[src/rtl/multicycle_ctrl_if.sv]
// Control/handshake bundle between the multi-cycle controller and its datapath/memory.
// master = controller side, slave = datapath/memory side.
interface multicycle_ctrl_if #(
    parameter int unsigned RET_W = 32
);
    logic             run;
    logic [6:0]       opcode;
    logic             zero;
    logic             mem_ready;
    logic             mem_req;
    logic             mem_we;
    logic             iord;
    logic             ir_write;
    logic             pc_write;
    logic             pc_write_cond;
    logic             alu_src_a;
    logic [1:0]       alu_src_b;
    logic [1:0]       alu_op;
    logic             reg_write;
    logic             mem_to_reg;
    logic             trap;
    logic [RET_W-1:0] retired;

    modport master (
        input  run, opcode, zero, mem_ready,
        output mem_req, mem_we, iord, ir_write, pc_write, pc_write_cond,
               alu_src_a, alu_src_b, alu_op, reg_write, mem_to_reg, trap, retired
    );

    modport slave (
        output run, opcode, zero, mem_ready,
        input  mem_req, mem_we, iord, ir_write, pc_write, pc_write_cond,
               alu_src_a, alu_src_b, alu_op, reg_write, mem_to_reg, trap, retired
    );
endinterface

[src/rtl/multicycle_ctrl.sv]
// Main control FSM of the multi-cycle RISC-V datapath: fetch/decode/execute sequencing,
// memory ready/valid handshake with watchdog, sticky trap and retired-instruction counter.
module multicycle_ctrl #(
    parameter int unsigned TIMEOUT = 16,
    parameter int unsigned RET_W   = 32
) (
    input  logic           clk,
    input  logic           rst_n,
    multicycle_ctrl_if.master bus
);
    localparam int unsigned     CntW     = $clog2(TIMEOUT + 1);
    localparam logic [CntW-1:0] WaitLast = CntW'(TIMEOUT - 1);

    localparam logic [6:0] OpR      = 7'b0110011;
    localparam logic [6:0] OpLoad   = 7'b0000011;
    localparam logic [6:0] OpStore  = 7'b0100011;
    localparam logic [6:0] OpBranch = 7'b1100011;

    typedef enum logic [3:0] {
        StFetch,
        StDecode,
        StMemAddr,
        StMemRd,
        StMemWb,
        StMemWr,
        StRExec,
        StRWb,
        StBranch,
        StTrap
    } state_e;

    state_e           state_q, state_d;
    logic [CntW-1:0]  wait_q;
    logic [RET_W-1:0] retired_q;
    logic             trap_q;
    logic             waiting;
    logic             timeout_hit;
    logic             retire;

    // Moore decode; FETCH additionally qualifies on run and mem_ready.
    always_comb begin
        bus.mem_req       = 1'b0;
        bus.mem_we        = 1'b0;
        bus.iord          = 1'b0;
        bus.ir_write      = 1'b0;
        bus.pc_write      = 1'b0;
        bus.pc_write_cond = 1'b0;
        bus.alu_src_a     = 1'b0;
        bus.alu_src_b     = 2'b00;
        bus.alu_op        = 2'b00;
        bus.reg_write     = 1'b0;
        bus.mem_to_reg    = 1'b0;
        unique case (state_q)
            StFetch: begin
                if (bus.run) begin
                    bus.mem_req   = 1'b1;
                    bus.alu_src_b = 2'b01;
                    bus.ir_write  = bus.mem_ready;
                    bus.pc_write  = bus.mem_ready;
                end
            end
            StDecode: bus.alu_src_b = 2'b10;
            StMemAddr: begin
                bus.alu_src_a = 1'b1;
                bus.alu_src_b = 2'b10;
            end
            StMemRd: begin
                bus.mem_req = 1'b1;
                bus.iord    = 1'b1;
            end
            StMemWb: begin
                bus.reg_write  = 1'b1;
                bus.mem_to_reg = 1'b1;
            end
            StMemWr: begin
                bus.mem_req = 1'b1;
                bus.mem_we  = 1'b1;
                bus.iord    = 1'b1;
            end
            StRExec: begin
                bus.alu_src_a = 1'b1;
                bus.alu_op    = 2'b10;
            end
            StRWb: begin
                bus.reg_write = 1'b1;
                bus.alu_op    = 2'b10;
            end
            StBranch: begin
                bus.alu_src_a     = 1'b1;
                bus.alu_op        = 2'b01;
                bus.pc_write_cond = 1'b1;
            end
            default: ;
        endcase
    end

    assign waiting     = bus.mem_req && !bus.mem_ready;
    // The wait that would bring the counter to TIMEOUT is the one that traps.
    assign timeout_hit = waiting && (wait_q == WaitLast);

    always_comb begin
        state_d = state_q;
        retire  = 1'b0;
        unique case (state_q)
            StFetch: begin
                if (bus.run) begin
                    if (bus.mem_ready)   state_d = StDecode;
                    else if (timeout_hit) state_d = StTrap;
                end
            end
            StDecode: begin
                case (bus.opcode)
                    OpLoad, OpStore: state_d = StMemAddr;
                    OpR:             state_d = StRExec;
                    OpBranch:        state_d = StBranch;
                    default:         state_d = StTrap;
                endcase
            end
            StMemAddr: state_d = (bus.opcode == OpStore) ? StMemWr : StMemRd;
            StMemRd: begin
                if (bus.mem_ready)    state_d = StMemWb;
                else if (timeout_hit) state_d = StTrap;
            end
            StMemWr: begin
                if (bus.mem_ready) begin
                    state_d = StFetch;
                    retire  = 1'b1;
                end else if (timeout_hit) begin
                    state_d = StTrap;
                end
            end
            StMemWb, StRWb, StBranch: begin
                state_d = StFetch;
                retire  = 1'b1;
            end
            StRExec: state_d = StRWb;
            StTrap:  state_d = StTrap;
            default: state_d = StTrap;
        endcase
    end

    always_ff @(posedge clk or negedge rst_n) begin
        if (!rst_n) begin
            state_q   <= StFetch;
            wait_q    <= '0;
            retired_q <= '0;
            trap_q    <= 1'b0;
        end else begin
            state_q <= state_d;
            if (state_d != state_q) begin
                wait_q <= '0;
            end else if (waiting) begin
                wait_q <= wait_q + CntW'(1);
            end
            if (retire) begin
                retired_q <= retired_q + RET_W'(1);
            end
            if (state_d == StTrap) begin
                trap_q <= 1'b1;
            end
        end
    end

    assign bus.trap    = trap_q;
    assign bus.retired = retired_q;
endmodule

[src/flat_wrapper.sv]
// flat-port wrapper written by rule: the top's interface ports become plain ports
module multicycle_ctrl_flat 
#(
    parameter int unsigned TIMEOUT = 16,
    parameter int unsigned RET_W   = 32
)
  (clk, rst_n, bus_run, bus_opcode, bus_zero, bus_mem_ready, bus_mem_req, bus_mem_we, bus_iord, bus_ir_write, bus_pc_write, bus_pc_write_cond, bus_alu_src_a, bus_alu_src_b, bus_alu_op, bus_reg_write, bus_mem_to_reg, bus_trap, bus_retired);
  multicycle_ctrl_if #(.RET_W(RET_W)) bus_i ();
  input  logic clk;
  input  logic rst_n;
  input wire logic [$bits(bus_i.run)-1:0] bus_run;
  input wire logic [$bits(bus_i.opcode)-1:0] bus_opcode;
  input wire logic [$bits(bus_i.zero)-1:0] bus_zero;
  input wire logic [$bits(bus_i.mem_ready)-1:0] bus_mem_ready;
  output wire logic [$bits(bus_i.mem_req)-1:0] bus_mem_req;
  output wire logic [$bits(bus_i.mem_we)-1:0] bus_mem_we;
  output wire logic [$bits(bus_i.iord)-1:0] bus_iord;
  output wire logic [$bits(bus_i.ir_write)-1:0] bus_ir_write;
  output wire logic [$bits(bus_i.pc_write)-1:0] bus_pc_write;
  output wire logic [$bits(bus_i.pc_write_cond)-1:0] bus_pc_write_cond;
  output wire logic [$bits(bus_i.alu_src_a)-1:0] bus_alu_src_a;
  output wire logic [$bits(bus_i.alu_src_b)-1:0] bus_alu_src_b;
  output wire logic [$bits(bus_i.alu_op)-1:0] bus_alu_op;
  output wire logic [$bits(bus_i.reg_write)-1:0] bus_reg_write;
  output wire logic [$bits(bus_i.mem_to_reg)-1:0] bus_mem_to_reg;
  output wire logic [$bits(bus_i.trap)-1:0] bus_trap;
  output wire logic [$bits(bus_i.retired)-1:0] bus_retired;
  assign bus_i.run = bus_run;
  assign bus_i.opcode = bus_opcode;
  assign bus_i.zero = bus_zero;
  assign bus_i.mem_ready = bus_mem_ready;
  assign bus_mem_req = bus_i.mem_req;
  assign bus_mem_we = bus_i.mem_we;
  assign bus_iord = bus_i.iord;
  assign bus_ir_write = bus_i.ir_write;
  assign bus_pc_write = bus_i.pc_write;
  assign bus_pc_write_cond = bus_i.pc_write_cond;
  assign bus_alu_src_a = bus_i.alu_src_a;
  assign bus_alu_src_b = bus_i.alu_src_b;
  assign bus_alu_op = bus_i.alu_op;
  assign bus_reg_write = bus_i.reg_write;
  assign bus_mem_to_reg = bus_i.mem_to_reg;
  assign bus_trap = bus_i.trap;
  assign bus_retired = bus_i.retired;
  multicycle_ctrl #(.TIMEOUT(TIMEOUT), .RET_W(RET_W)) u_core (.clk(clk), .rst_n(rst_n), .bus(bus_i));
endmodule
[config.mk]
export PLATFORM = sky130hd
export DESIGN_NAME = multicycle_ctrl_flat
export DESIGN_NICKNAME = d
export VERILOG_FILES = /design/src/rtl/multicycle_ctrl_if.sv /design/src/rtl/multicycle_ctrl.sv /design/src/flat_wrapper.sv
export SDC_FILE = /design/constraint.sdc
export NUM_CORES = 1
export LEC_CHECK = 0
export CORE_UTILIZATION = 40
export CTS_CLUSTER_SIZE = 28
export DETAILED_ROUTE_END_ITERATION = 16
export GPL_ROUTABILITY_DRIVEN = 0
export PLACE_DENSITY = 0.78
export REMOVE_ABC_BUFFERS = 1
export SYNTH_ARGS = -nofsm -noshare
export SYNTH_HDL_FRONTEND = slang
export SYNTH_SLANG_ARGS = --single-unit
[constraint.sdc]
create_clock -name clk -period 2.5 [get_ports clk]
set_input_delay 0.75 -clock clk [delete_from_list [all_inputs] [get_ports clk]]
set_output_delay 0.75 -clock clk [all_outputs]
set_load 0.02 [all_outputs]
==> results of run 1 <==
worst reg2reg max path, delay by kind of cell, from the launching register on:
kind	cells	cell delay [ps]
AO/OA/AOI/OAI	3	510
adder cells (fa/ha/maj)	2	430
flip-flops	1	410
AND/OR/NAND/NOR	3	730
worst min-delay path by stage:
stage                                          to                               start  cells after the start  slack, ps
6_report       u_core.bus.retired[31]$_DFFE_PN0P_  u_core.bus.retired[31]$_DFFE_PN0P_                      1        480
5_1_grt        u_core.bus.retired[31]$_DFFE_PN0P_  u_core.bus.retired[31]$_DFFE_PN0P_                      1        500
4_1_cts        u_core.bus.retired[31]$_DFFE_PN0P_  u_core.bus.retired[31]$_DFFE_PN0P_                      1        490
3_5_place_dp   u_core.bus.retired[31]$_DFFE_PN0P_  u_core.bus.retired[31]$_DFFE_PN0P_                      1        470
3_3_place_gp   u_core.bus.retired[31]$_DFFE_PN0P_  u_core.bus.retired[31]$_DFFE_PN0P_                      1        460
2_1_floorplan   u_core.bus.retired[0]$_DFFE_PN0P_                               rst_n                      0        450
report_power, final:
group / internal (mW) / switching (mW) / leakage (nW)
registers: 0.680 / 0.000958 / 0.487
clock network: 0.197 / 0.232 / 0.0452
logic: 0.0219 / 0.0252 / 0.797
cell usage after synthesis, types with 2 or more instances:
| cell | number | share of area, % |
|---|---|---|
| nand3_1 | 15 | 2.9 |
| nor3_1 | 12 | 2.3 |
| nor3_2 | 7 | 2.7 |
| a21o_1 | 2 | 0.59 |
| o211ai_1 | 2 | 0.59 |
| nor4b_1 | 4 | 1.4 |
| buf_2 | 7 | 1.4 |
| xor2_1 | 19 | 6.5 |
| nor2_1 | 18 | 2.6 |
| buf_6 | 4 | 1.8 |
| mux2i_1 | 2 | 0.78 |
| and3_1 | 3 | 0.73 |
| o21ai_1 | 3 | 0.59 |
| buf_4 | 2 | 0.59 |
| ha_1 | 3 | 1.5 |
| a31oi_1 | 2 | 0.49 |
| nand2_1 | 20 | 2.9 |
| xnor2_1 | 17 | 5.8 |
| nor4_2 | 5 | 2.4 |
| o21ai_0 | 4 | 0.78 |
| and4bb_2 | 2 | 0.98 |
| nand2b_1 | 6 | 1.5 |
| inv_1 | 7 | 1.0 |
| nor3b_1 | 3 | 0.88 |
| dfrtp_1 | 42 | 41 |
| and4_1 | 3 | 1.0 |
| nand4_1 | 15 | 3.7 |
| and2_1 | 3 | 0.73 |
| nor2b_1 | 2 | 0.49 |
| a21oi_1 | 5 | 0.98 |
routing by layer:
layer	up-vias	part of all wire, %
li1	1068	-
met1	1076	47
met5	-	0
met3	7	3.8
met4	0	1.2
met2	54	48
what timing repair did:
action | 4_1_cts | 5_1_grt
hold buffers | 0 | 0
pin swaps | 1 | 0
resized for setup | 27 | 4
gates cloned | 0 | 0
endpoints found under the setup margin | 13 | 3
flip-flops by register name (all words and copies together) (netlist names):
signal	count
u_core.bus.trap	1
u_core.bus.retired	32
u_core.wait_q	5
u_core.state_q	4
area by class of cell:
cell class,instances,area (µm²)
clock buffer,6,72.6
clock inverter,2,13.8
fill,516,2690
inverter,8,30.0
multi-input combinational,197,1400
sequential,42,1060
tap,75,93.8
timing repair buffer,75,707
metrics by stage:
stage	std cells	setup slack, ps	TNS [ps]
3_5_place_dp	397	-496	-2680
6_report	405	112	0
2_1_floorplan	247	128	0
3_3_place_gp	397	-457	-2120
4_1_cts	405	6.33	0
5_1_grt	405	25.6	0
cells by family (layout without fill, tap and decap cells):
family                   Yosys count  after routing  share of synthesized area (%)
XOR/XNOR                          36             36                           12.3
AND/OR/NAND/NOR                  126            126                           30.3
adder cells (fa/ha/maj)            3              3                           1.46
AO/OA/AOI/OAI                     29             29                           8.88
flip-flops                        42             42                           41.0
multiplexers                       3              3                           1.22
buffers and inverters             21             91                           4.88
cells in the final DEF (no fill, tap or decap), types with 6 or more instances in the layout:
cell,Yosys,final
xor2_1,19,19
dfrtp_1,42,38
nand2b_1,6,6
xnor2_1,17,17
nand4_1,15,15
buf_4,2,18
nand3_1,15,15
nor3_2,7,7
clkdlybuf4s50_1,0,41
nand2_1,20,20
dlygate4sd2_1,0,10
nor3_1,12,12
inv_1,7,7
nor2_1,18,18
==> summary.txt, run 1 <==
Clock network
  – Post-CTS Setup Bufs: 0
  – Clock tree buffer depth: 2
  – Clk slew on worst S/H paths: roughly 80 ps
  – CTS Sinks: between 40 and 50
  – Cts bufs inserted: 5
  – H-tree levels: 2
  – CTS root buf: clkbuf_8
  – Clock tree from TritonCTS: done
  – Clock Latency Late Sink: 290 ps

Placement
  – Cell Area, Placed: roughly 3300 µm²
  – DPL Wire Length: ~4.3 mm
  – PortBufs: 56

Drt
  – Total iterations of the first detailed-routing run: 4
  – DRC viols: 0
  – Post-route ant nets: 0
  – Vias/cell: approximately 5.4
  – Vias: 2205
  – Routed len/inst: between 10 and 15 µm
  – Initial DRC Count: 139
  – Routed WL: between 5 and 6 mm

Critical path
  – Crit path max fanout: 7
  – Arrival time at the worst endpoint: between 1500 and 2000 ps
  – Worst R2R Path Depth: 8
  – CP peak stage delay: approximately 460 ps
  – Worst path bufs/invs: 2
  – Worst R2R Setup Slack: between 300 and 400 ps
  – CP max-delay cell: dfrtp_2
  – RR Startpoint: u_core.wait_q[0]$_DFFE_PN0P_
  – Worst path depth: 5
  – CP Capture Type: output port
  – Top Family by Delay on Critical Path: buffers and inverters
  – Worst setup startpoint: u_core.state_q[0]$_DFF_PN0_
  – CP endpoint: bus_alu_src_b[1]
  – Required time of the critical path: 1750 ps
  – Crit Path Category: flip-flop to output port
  – Crit-path cells: buf_4, nand2b_1, nand2_1, and2_1, dlygate4sd2_1
  – FF-to-FF End: u_core.wait_q[4]$_DFFE_PN0P_
  – CP startpoint kind: flip-flop

Yosys
  – Post-synth EDFFs: 0
  – Distinct cells, synth: approximately 50
  – Mapped cell area: roughly 2600 µm²
  – Cells after Synth: between 200 and 300
  – Synth Register Bits: 42
  – Number of synthesis warnings: 0
  – Ys flop type: dfrtp_1
  – Post-synthesis sequential area ratio: between 40% and 50%
  – Post-Syn Area per Cell: 9.87 µm²
  – Asr flop ratio synth: between 90% and 100%

Global route
  – Total gr overflow: 0
  – Met1 Use GR: approximately 26%
  – Met3 Usage GRT: 2.33%
  – Antenna violations before repair: 0
  – Global Route Usage Sum: 18.5%
  – Largest net degree at the start of global routing: 43
  – Vias in the first global route: 2006
  – Met2 Usage GRT: a little under 30%
  – First-pass GRT wire length: 9.59 mm
  – Grt peak-use layer: met2

Timing
  – Relative slew slack: 60.2%
  – RSZ-0062 raised after global routing: false
  – Period utilization: a little over nine tenths
  – Fin. Hold Viols: 0
  – FMAX: approximately 420 MHz
  – Tmin final: between 2000 and 2500 ps
  – Hold Slack: 484 ps
  – Worst slew pin tran: just under 600 ps
  – Clock Skews: around 11 ps
  – Final setup viols: 0
  – Fin. max-slew vios: 0

Die
  – Height of the die: between 80 and 90 µm
  – Die Wd: approximately 82 µm
  – IO Pins: 58
  – Num rows: 28
  – Core area: roughly 6100 µm²
  – Die footprint: between 6000 and 7000 µm²
  – Initial Util: a little over two fifths

Cells and area
  – P&R area growth vs syn: 31.4%
  – Fraction of layout cells with a size suffix above 1: about a fifth
  – Layout net count: 344
  – Final instance area: between 3000 and 4000 µm²
  – Antenna fix cells: 0
  – Final core utilization: a little under three fifths

Job
  – # Max-Cap Violations: 0

Pwr
  – Leak: between 1 and 1.5 nW
  – Power per cell area: approximately 340 nW/µm²
  – Total power: approximately 1.2 mW
  – Peak supply drop: roughly 0.25 mV

Outcome
  – Run status: finished clean

Min path
  – Worst hold path class: flip-flop to flip-flop
Power figures use the tool's default switching activity.
==> run 2, diff against run 1 <==
--- a/config.mk
+++ b/config.mk
@@ -8,8 +8,8 @@
 export CORE_UTILIZATION = 40
 export CTS_CLUSTER_SIZE = 28
 export DETAILED_ROUTE_END_ITERATION = 16
-export GPL_ROUTABILITY_DRIVEN = 0
-export PLACE_DENSITY = 0.78
+export GPL_ROUTABILITY_DRIVEN = 1
+export PLACE_DENSITY = 0.66
 export REMOVE_ABC_BUFFERS = 1
 export SYNTH_ARGS = -nofsm -noshare
 export SYNTH_HDL_FRONTEND = slang
==> run 2 against run 1 <==
Against the previous run:
- via count is 1.1% lower
- clock-buffer cell count stayed put
- clock skew is 5.4 ps lower
==> summary.txt, run 2 (same netlist as run 1, synthesis figures left out) <==
Cells and area
  – P&R area growth vs syn: 32.4%
  – Final instance area: 3400 µm² (+0.74%)
  – Fraction of layout cells with a size suffix above 1: 19.5% (+0.43 points)
  – Antenna fix cells: 0 (unchanged)
  – Commonest non-fill, non-tap cell in the layout: clkdlybuf4s50_1
  – Final core utilization: 56.0% (+0.41 points)
  – Layout net count: 347 (+0.87%)
  – Fin cells: 408 (+0.74%)
  – Most frequent cells in the layout: clkdlybuf4s50_1 (41), dfrtp_1 (39), buf_4 (21)
  – Max reg flops: 32 (unchanged)

Drt
  – Post-route ant nets: 0 (unchanged)
  – DRC viols: 0 (unchanged)
  – Vias: 2180 (-1.1%)
  – Initial DRC Count: 88 (-37%)
  – Routed WL: 5.76 mm (-1.8%)
  – Total iterations of the first detailed-routing run: 4 (unchanged)
  – Vias/cell: 5.34 (-1.9%)
  – Routed len/inst: 14.1 µm (-2.5%)

Min path
  – Worst hold path class: flip-flop to flip-flop

Global route
  – First-pass GRT wire length: 9.38 mm (-2.2%)
  – Antenna violations before repair: 0 (unchanged)
  – Vias in the first global route: 1965 (-2.0%)
  – Global Route Usage Sum: 18.4% (-0.025 points)
  – Total gr overflow: 0 (unchanged)
  – Largest net degree at the start of global routing: 43 (unchanged)

Clock network
  – Clock tree from TritonCTS: done
  – Clk slew on worst S/H paths: 80 ps (about the same)
  – H-tree levels: 2 (unchanged)
  – Clock tree buffer depth: 2 (unchanged)
  – Clock Latency Late Sink: 300 ps (about the same)
  – CTS Sinks: 42 (unchanged)
  – Cts bufs inserted: 5 (unchanged)
  – CTS Hold Buffers Added: 0 (unchanged)
  – CTS root buf: clkbuf_8

Placement
  – Cell Area, Placed: 3310 µm² (+0.69%)
  – GPL Wtd Cong: around 0.83
  – PortBufs: 56 (unchanged)
  – Cells after DPL: 400 (+0.76%)
  – Pre-CTS setup slack: -493 ps (+3.26 ps)
  – DPL Wire Length: 4.24 mm (-2.1%)

Timing
  – Setup TNS Final: 0 ps (unchanged)
  – Relative slew slack: 57.7% (-2.5 points)
  – Setup slack after layout: 80.2 ps (-31.8 ps)
  – FMAX: 413 MHz (-1.3%)
  – Tmin final: 2420 ps (+31.8 ps)
  – Final setup viols: 0 (unchanged)
  – Period utilization: 96.8% (+1.3 points)
  – RSZ-0062 raised after global routing: false
  – Worst slew pin tran: 629 ps (+34.8 ps)
  – Fin. max-slew vios: 0 (unchanged)
  – Fin. Hold Viols: 0 (unchanged)
  – Clock Skews: 5.14 ps (-5.43 ps)
  – Hold Slack: 466 ps (-18.8 ps)

Critical path
  – CP Capture Type: output port
  – Worst R2R Setup Slack: 360 ps (+30 ps)
  – Crit Path Category: primary input to output port
  – Required time of the critical path: 1750 ps (about the same)
  – Arrival time at the worst endpoint: 1670 ps (+30 ps)
  – CP startpoint kind: primary input
  – Crit path max fanout: 2 (-5)

Pwr
  – Internal power: 0.899 mW (about the same)
  – Leak: 1.33 nW (about the same)
  – Clock share of power: 37.3% (+0.2 points)
  – Switching Fraction: 22.6% (+0.23 points)
  – Power per cell area: 342 nW/µm² (-0.47%)
  – Combinational Power Share: 4.1% (about the same)
  – Peak supply drop: 0.287 mV (+16%)
  – Total power: 1.16 mW (+0.26%)
  – Sequential power share: 58.6% (-0.2 points)
  – Switching pwr: 0.262 mW (+1.3%)

Outcome
  – Run status: finished clean

Die
  – Core area: 6060 µm² (unchanged)
  – IO Pins: 58 (unchanged)
  – Initial Util: 42.3% (unchanged)
  – Die Wd: 82.1 µm (unchanged)
  – Num rows: 28 (unchanged)
  – Height of the die: 82.1 µm (unchanged)
  – Die footprint: 6740 µm² (unchanged)

Job
  – # Max-Cap Violations: 0 (unchanged)
-- run 2: worst paths after layout --
check,from,endpoint,cells past startpoint
max,bus_mem_ready,bus_ir_write,3
min,u_core.bus.trap$_DFFE_PN0N_,u_core.bus.trap$_DFFE_PN0N_,1
max reg2reg,u_core.wait_q[0]$_DFFE_PN0P_,u_core.wait_q[2]$_DFFE_PN0P_,8
min reg2reg,u_core.bus.trap$_DFFE_PN0N_,u_core.bus.trap$_DFFE_PN0N_,1
max in group asynchronous,rst_n,u_core.state_q[0]$_DFF_PN0_,2
min in group asynchronous,rst_n,u_core.bus.retired[23]$_DFFE_PN0P_,2
-- run 2: worst max-delay path, stage by stage --
cell             delay (ps)
clkdlybuf4s50_1         480
and2_4                  140
clkdlybuf4s15_1         300
-- run 2: area by class of cell --
cell class                      count  area, µm²
Timing Repair Buffer               78        731
Sequential cell                    42       1050
Clock inverter                      2       13.8
Fill cell                         556       2670
Multi-Input combinational cell    197       1400
Inverter                            8       30.0
Clock buffer                        6       72.6
Tap cell                           75       93.8
-- run 2: power groups by stage --
| stage | clock network [mW] | registers (mW) | logic (mW) |
|---|---|---|---|
| 2_1_floorplan | 0 | 0.695 | 0.0127 |
| 3_3_place_gp | 0 | 0.694 | 0.0478 |
| 3_5_place_dp | 0 | 0.695 | 0.0486 |
| 4_1_cts | 0.449 | 0.681 | 0.0484 |
| 5_1_grt | 0.480 | 0.681 | 0.0540 |
| 6_report | 0.433 | 0.681 | 0.0474 |
-- run 2: routing by layer --
| metal | up-vias | GRT usage [%] | wire [µm] |
|---|---|---|---|
| li1 | 1083 | - | - |
| met1 | 1054 | 26.0 | 2860 |
| met2 | 36 | 27.9 | 2590 |
| met3 | 7 | 4.33 | 227 |
| met4 | 0 | 5.44 | 77 |
| met5 | - | 0 | 0 |
-- run 2: what timing repair did --
item                       4_1_cts  5_1_grt
setup buffers                    0        0
cloned                           0        0
gates resized for setup         29        1
setup endpoints to repair       13        2
hold endpoints to repair         0        0
pin swaps                        1        0
